===== config.mk =====
export PLATFORM = sky130hd
export DESIGN_NAME = ir_frame_decode
export DESIGN_NICKNAME = d
export VERILOG_FILES = /design/src/rtl/ir_pkg.sv /design/src/rtl/ir_frame_check.sv /design/src/rtl/ir_frame_decode.sv
export SDC_FILE = /design/constraint.sdc
export NUM_CORES = 1
export LEC_CHECK = 0
export BUFFER_PORTS_ARGS = -buffer_cell sky130_fd_sc_hd__buf_2
export CORE_MARGIN = 1.5
export CORE_UTILIZATION = 30
export DETAILED_ROUTE_END_ITERATION = 10
export PLACE_DENSITY = 0.6
export SLEW_MARGIN = 5
export SYNTH_ARGS = -nofsm -noshare
export SYNTH_HDL_FRONTEND = slang
export SYNTH_SLANG_ARGS = --single-unit

===== constraint.sdc =====
create_clock -name clk -period 2.58 [get_ports clk]
set_input_delay 0.516 -clock clk [delete_from_list [all_inputs] [get_ports clk]]
set_output_delay 0.516 -clock clk [all_outputs]
set_load 0.01 [all_outputs]

===== src/rtl/ir_pkg.sv =====
// Shared IR frame definitions: byte offsets within a 32-bit frame, hold-state
// encoding and the default device address. The IR transmitter uses them too.
package ir_pkg;

   localparam int ADDR_LSB     = 24;
   localparam int ADDR_INV_LSB = 16;
   localparam int CMD_LSB      = 8;
   localparam int CMD_INV_LSB  = 0;

   localparam logic [7:0] DEFAULT_ADDR_MATCH = 8'h10;

   typedef enum logic {
      IDLE = 1'b0,
      HELD = 1'b1
   } hold_state_t;

   // Frame builder for the transmitter: each data byte is followed by its complement
   function automatic logic [31:0] build_frame(input logic [7:0] a, input logic [7:0] c);
      return {a, ~a, c, ~c};
   endfunction

endpackage


===== src/rtl/ir_frame_check.sv =====
// Splits a raw 32-bit IR frame into its address and command bytes and flags
// whether both inverse bytes are exact complements.
module ir_frame_check
   import ir_pkg::*;
(
   input  logic [31:0] burst,
   output logic        ok,
   output logic [7:0]  addr,
   output logic [7:0]  cmd
);

   logic [7:0] addr_inv;
   logic [7:0] cmd_inv;

   assign addr     = burst[ADDR_LSB     +: 8];
   assign addr_inv = burst[ADDR_INV_LSB +: 8];
   assign cmd      = burst[CMD_LSB      +: 8];
   assign cmd_inv  = burst[CMD_INV_LSB  +: 8];

   assign ok = (addr_inv == ~addr) && (cmd_inv == ~cmd);

endmodule


===== src/rtl/ir_frame_decode.sv =====
// IR frame decoder: validates and filters received frames, tracks key hold and
// release, and presents decoded commands through a single-entry output buffer.
module ir_frame_decode
   import ir_pkg::*;
#(
   parameter logic [7:0] ADDR_MATCH  = DEFAULT_ADDR_MATCH,
   parameter bit         FILTER_EN   = 1'b1,
   parameter int         HOLD_CYCLES = 12_000_000
)(
   input  logic        clk,
   input  logic        rst,
   input  logic [31:0] burst,
   input  logic        burst_rdy,
   output logic        cmd_valid,
   input  logic        cmd_ready,
   output logic [7:0]  cmd,
   output logic [7:0]  addr,
   output logic        is_repeat,
   output logic        key_release,
   output logic [7:0]  rel_cmd,
   output logic [7:0]  err_count,
   output logic        overflow
);

   localparam int         TW         = $clog2(HOLD_CYCLES + 1);
   localparam logic [TW-1:0] TIMER_LOAD = TW'(HOLD_CYCLES);
   localparam logic [TW-1:0] TIMER_ONE  = TW'(1);

   logic        frame_ok;
   logic [7:0]  frame_addr;
   logic [7:0]  frame_cmd;
   logic        addr_hit;
   logic        accept;
   logic        bad_frame;

   hold_state_t   state, state_next;
   logic [TW-1:0] timer, timer_next;
   logic [7:0]    last_cmd, last_cmd_next;
   logic          release_next;
   logic [7:0]    rel_cmd_next;
   logic          repeat_now;

   ir_frame_check u_check (
      .burst (burst),
      .ok    (frame_ok),
      .addr  (frame_addr),
      .cmd   (frame_cmd)
   );

   assign addr_hit  = !FILTER_EN || (frame_addr == ADDR_MATCH);
   assign accept    = burst_rdy && frame_ok && addr_hit;
   assign bad_frame = burst_rdy && !frame_ok;

   // Hold FSM next state; a frame arriving as the timer would expire wins over expiry
   always_comb begin
      state_next    = state;
      timer_next    = timer;
      last_cmd_next = last_cmd;
      release_next  = 1'b0;
      rel_cmd_next  = rel_cmd;
      repeat_now    = 1'b0;
      case (state)
         IDLE: begin
            if (accept) begin
               state_next    = HELD;
               timer_next    = TIMER_LOAD;
               last_cmd_next = frame_cmd;
            end
         end
         HELD: begin
            if (accept) begin
               timer_next    = TIMER_LOAD;
               last_cmd_next = frame_cmd;
               if (frame_cmd == last_cmd) begin
                  repeat_now = 1'b1;
               end else begin
                  release_next = 1'b1;
                  rel_cmd_next = last_cmd;
               end
            end else if (timer <= TIMER_ONE) begin
               state_next   = IDLE;
               timer_next   = '0;
               release_next = 1'b1;
               rel_cmd_next = last_cmd;
            end else begin
               timer_next = timer - TIMER_ONE;
            end
         end
         default: state_next = IDLE;
      endcase
   end

   always_ff @(posedge clk or posedge rst) begin
      if (rst) begin
         state       <= IDLE;
         timer       <= '0;
         last_cmd    <= '0;
         key_release <= 1'b0;
         rel_cmd     <= '0;
      end else begin
         state       <= state_next;
         timer       <= timer_next;
         last_cmd    <= last_cmd_next;
         key_release <= release_next;
         rel_cmd     <= rel_cmd_next;
      end
   end

   // Output buffer: a frame may load in the same cycle the previous one drains
   always_ff @(posedge clk or posedge rst) begin
      if (rst) begin
         cmd_valid <= 1'b0;
         cmd       <= '0;
         addr      <= '0;
         is_repeat <= 1'b0;
         overflow  <= 1'b0;
      end else if (accept) begin
         if (!cmd_valid || cmd_ready) begin
            cmd_valid <= 1'b1;
            cmd       <= frame_cmd;
            addr      <= frame_addr;
            is_repeat <= repeat_now;
         end else begin
            overflow <= 1'b1;
         end
      end else if (cmd_valid && cmd_ready) begin
         cmd_valid <= 1'b0;
      end
   end

   always_ff @(posedge clk or posedge rst) begin
      if (rst) begin
         err_count <= '0;
      end else if (bad_frame && (err_count != 8'hFF)) begin
         err_count <= err_count + 8'd1;
      end
   end

endmodule


# Word-level counts from Yosys, hierarchy flattened
# Index checks and enable logic that the tools add are counted.
# op_classes
add_sub_neg,2
n_lt_le_gt_ge,1
eq_ne,8
mux,21
n_bitwise,4
n_reduce_logical,15
# op_table
op,n
two-way mux 24 bit,3
case mux 24 bit (2 select lines),1
two-way mux 8 bit,4
== test 8 bit,3
less-or-equal comparator 24 x 1 -> 1 bit (second input constant),1
subtractor 24 x 1 -> 24 bit (second input constant),1
inverter 8 bit,2
two-way mux 1 bit,12
adder 8 x 1 -> 8 bit (second input constant),1
== test 8 x 5 -> 1 bit (second input constant),1
!= test 8 bit (second input constant),1
logical AND 1 bit,6
AND reduction 2 bit,3
!= test 2 bit (second input constant),2
nonzero test 2 bit,2
AND reduction 3 bit,1
logical NOT 1 bit,2
!= test 2 x 1 -> 1 bit (second input constant),1
inverter 1 bit,2
case mux 1 bit (2 select lines),1
logical OR 1 bit,1
# word_totals
ff_bits,69
input_bits,36
out_inout_bits,36
elab_cells,62

# Depth between registers and ports, before layout
# logic_depth
ltp_word,7
depth_mapped,8
mapped_depth_nobuf,7

# Cells and area by module
# A second synthesis with hierarchy kept.
# hier_totals
cells_unflattened,332
hier_area_um2,3494.6
# modules_own_cells
mod,instances,cells_each,area_each_um2,seq_area_each_um2
ir_frame_decode,1,295,3196.8,1726.7
ir_frame_check,1,37,297.8,0.0

# Worst setup path after synthesis
# No wires, ideal clock.
# synth_path
kind,register to register
start,register timer[6]
end,register timer[21]
setup_time_ps,132
arrival_ps,2492
required_ps,2448
path_slack_ps,-44
path_stages_with_launch,8
path_buffers,1
period_less_slack_ps,2624
path_cell_list,dfrtp_1 > or4_4 > or4_1 > clkbuf_2 > or4_1 > or4_1 > a32oi_1 > nand2_1
# synth_between
elab_chain_len,4
elab_cells_between_ends,5
classes_between,1 x add/sub; 1 x order compare; 3 x mux
# synth_lines
item,line_no,source
start: declaration,ir_frame_decode.sv:37,"logic [TW-1:0] timer, timer_next;"
start signal: assignment,ir_frame_decode.sv:102,timer <= timer_next;
subtractor 24 x 1 -> 24 bit / less-or-equal comparator 24 x 1 -> 1 bit (equally long branches),"ir_frame_decode.sv:86, ir_frame_decode.sv:80",
two-way mux 24 bit *,ir_frame_decode.sv:80,end else if (timer <= TIMER_ONE) begin
two-way mux 24 bit *,ir_frame_decode.sv:71,if (accept) begin
case mux 24 bit (2 select lines) *,ir_frame_decode.sv:62,case (state)
# Mark *: on every way between the ends. The rest lies on a longest branch, timed or not.
# A chain may end at the register's enable or synchronous reset.

# Worst setup path in the final report
# layout_path
start,register timer[9]
end,register timer[21]
# Same word-level chain as after synthesis.

==> flow_summary.toml <==
[job]
cap_violations = 0

[floorplan]
core-area_um2 = 10840
die_y_um = 108.6
num_rows = 38
io_pins = 72
die_x_um = 108.6
initial_utilization = 0.3084
dieArea_um2 = 11790

[finish]
layout-area-overhead-vs-synth_pct = 27.02
layout.cells.most_common = "buf_2"
fin_nets = 460
ff_latch_area_um2 = 1727
layout_common_cells = "buf_2, dfrtp_1, nand2_1"
num_antenna_cells = 0
multi_input_area_um2 = 1553
nFillCells = 1069
layout-drive-gt1-share = 0.3294
final_util = 0.3917

[global_route]
grtUsageTotal = 0.1401
grt_start_max_net_pins = 70
grt_pass1_vias = 2684
grt_antenna_before_repair = 0
grt-ovfl-total = 0
grt_pass1_wl_mm = 12.81

[detailed_routing]
vias = 2740
drc = 0
routedWlPerCell_um = 13.80
first_pass_iters = 5
routed_wl_mm = 7.799
viasPerCell = 4.850
drtAntennaViolNets = 0
drtIter0Drc = 153

[timing]
hold_viol_final = 0
min_period_ns = 2.545
fmax_mhz = 392.9
final_max_slew_viol_count = 0
max_slew_margin = 0.6996
clock_skew_ns = 0.01189
period_share = 0.9865
rsz0062_at_grt = "true"
setup_viol = 0
tightest_slew_ns = 0.4464

[cts]
ctsHtreeMaxLevel = 3
cts_hold_buffers = 0
insertion_delay_ns = 0.35
post-cts-setup-buffers = 0
clk_pin_slew_worst_paths_ns = 0.08
numCtsBuffers = 9
clock_path_buffers = 2
root_buffer = "clkbuf_8"
ctsResizeCount = 0
cts_tree = "done"
clock-sinks = 69

[synth]
synth_area_leaders = "dfrtp_1, mux2_2, xnor2_1, nand2_1, xor2_1"
synth_xor_area_frac = 0.08121
synth_top_area_cell = "dfrtp_1"
synthAdderAreaFrac = 0.01123
ys_types = 43
yosys_warnings = 0
ys_ff_latch = 69
synth.avg_cell_area_um2 = 10.16
synthMuxAreaShare = 0.06662
yosys.area_share.simple = 0.2242
netlist_area_um2 = 3343
synth_flop_cell = "dfrtp_1"
netlist.area_leader.share = 0.5165
synth_compound_area_frac = 0.07822
ys_async_sr_fraction = 1.000
postSynthCellCount = 329
synth_top_family_by_area = "simple AND/OR/NAND/NOR gates"
synth_edf_count = 0
synth_nets = 368
synth_seq_area_share = 0.5165

[pwr]
powerDensity_nw_per_um2 = 570.6
vdd_drop_max_uv = 327.4
power_mw = 2.423
total_leakage_power_nw = 2.019

[outcome]
status = "finished, final reports clean"

[placed_design]
gp_congestion = 0.8571
io_buffers = 71
place_hpwl_mm = 5.551

[setup_path]
critPathLaunchType = "flop"
worstPathMaxFanout = 3
cp_data_required_time_ns = 2.81
critPathArrivalTime_ns = 2.77
path_class = "flop to flop"
endpoint_kind = "flop"

[worst_hold_path]
hp-class = "input pin to asynchronous set/reset pin"
==> worst max-delay path, cell delays in order (launching register included) <==
cell     delay (ns)
dfrtp_1        0.38
or4_4          0.54
or4_4          0.42
or4_4          0.42
or4_1          0.41
a32oi_1        0.17
nand2_1        0.08
==> cell usage after synthesis, types with 3 or more instances <==
| master | n |
|---|---|
| a21oi_1 | 11 |
| and3_1 | 3 |
| and4_1 | 3 |
| clkbuf_1 | 12 |
| dfrtp_1 | 69 |
| ha_1 | 3 |
| inv_1 | 5 |
| mux2_2 | 18 |
| nand2_1 | 45 |
| nand3_1 | 6 |
| nand4_1 | 5 |
| nor2_1 | 24 |
| nor2b_1 | 9 |
| nor3_1 | 16 |
| nor4_1 | 15 |
| o21ai_0 | 15 |
| o311ai_0 | 5 |
| or3_1 | 3 |
| or4_1 | 4 |
| xnor2_1 | 20 |
| xor2_1 | 11 |
==> worst paths after layout <==
path / end / start / slack [ns] / cells after the start
worst max-delay path: timer[21]$_DFFE_PP0P_ / timer[9]$_DFFE_PP0P_ / 0.03 / 6
worst min-delay path: cmd_valid$_DFFE_PP0P_ / rst / 0.22 / 3
worst max register to register: timer[21]$_DFFE_PP0P_ / timer[9]$_DFFE_PP0P_ / 0.03 / 6
worst min register to register: addr[4]$_DFFE_PP0P_ / addr[4]$_DFFE_PP0P_ / 0.47 / 1
max in group asynchronous: timer[11]$_DFFE_PP0P_ / rst / 2.03 / 3
min in group clk: last_cmd[3]$_DFFE_PP0P_ / burst[11] / 0.43 / 3
==> registers in the layout, summed over array words and instances (netlist names) <==
name	flops
timer	24
addr	8
cmd	8
err_count	8
last_cmd	8
rel_cmd	8
cmd_valid	1
is_repeat	1
key_release	1
overflow	1
state	1
==> kinds of logic (layout without fill, tap and decap cells) <==
family,count (synthesis),in the layout
mux,20,20
simple gates,146,146
compound gates,41,41
fa+ha+maj,3,3
buf+inv,19,115
flops,69,69
xor+xnor,31,31
==> per-layer routing <==
metal,GRT usage,vias up,wire length (µm)
met5,0,-,0
met4,0.03759,0,78
met3,0.04521,9,452
met2,0.2296,62,3701
met1,0.1775,1315,3567
li1,-,1354,-
==> through the flow <==
| step | hold WS [ns] | setup TNS (ns) | setup WS [ns] | std cells | instance area, µm² |
|---|---|---|---|---|---|
| 2_1_floorplan | 0.4728 | -0.01408 | -0.01408 | 329 | 3343 |
| 3_3_place_gp | 0.4433 | 0 | 0.07547 | 550 | 4026 |
| 3_5_place_dp | 0.4586 | 0 | 0.03428 | 550 | 4026 |
| 4_1_cts | 0.2500 | 0 | 0.02029 | 565 | 4239 |
| 5_1_grt | 0.2575 | -0.02620 | -0.02620 | 565 | 4247 |
| 6_report | 0.2226 | 0 | 0.03478 | 565 | 4247 |
==> cell type report <==
type / count / share of cell area
flip-flops and latches: 69 / 0.4066
multi-input cells: 241 / 0.3656
repair buffers: 95 / 0.1320
well taps: 140 / 0.04125
clock buffers: 9 / 0.02917
clock inverters: 6 / 0.02092
inverters: 5 / 0.004420
==> where the power goes <==
group | total (mW) | switching, mW | leakage, nW | internal (mW)
logic | 0.263 | 0.132 | 1.07 | 0.131
registers | 1.20 | 0.0670 | 0.849 | 1.13
clock network | 0.959 | 0.421 | 0.101 | 0.539
total | 2.42 | 0.619 | 2.02 | 1.80
No activity file was read; power rests on OpenSTA's default activity.
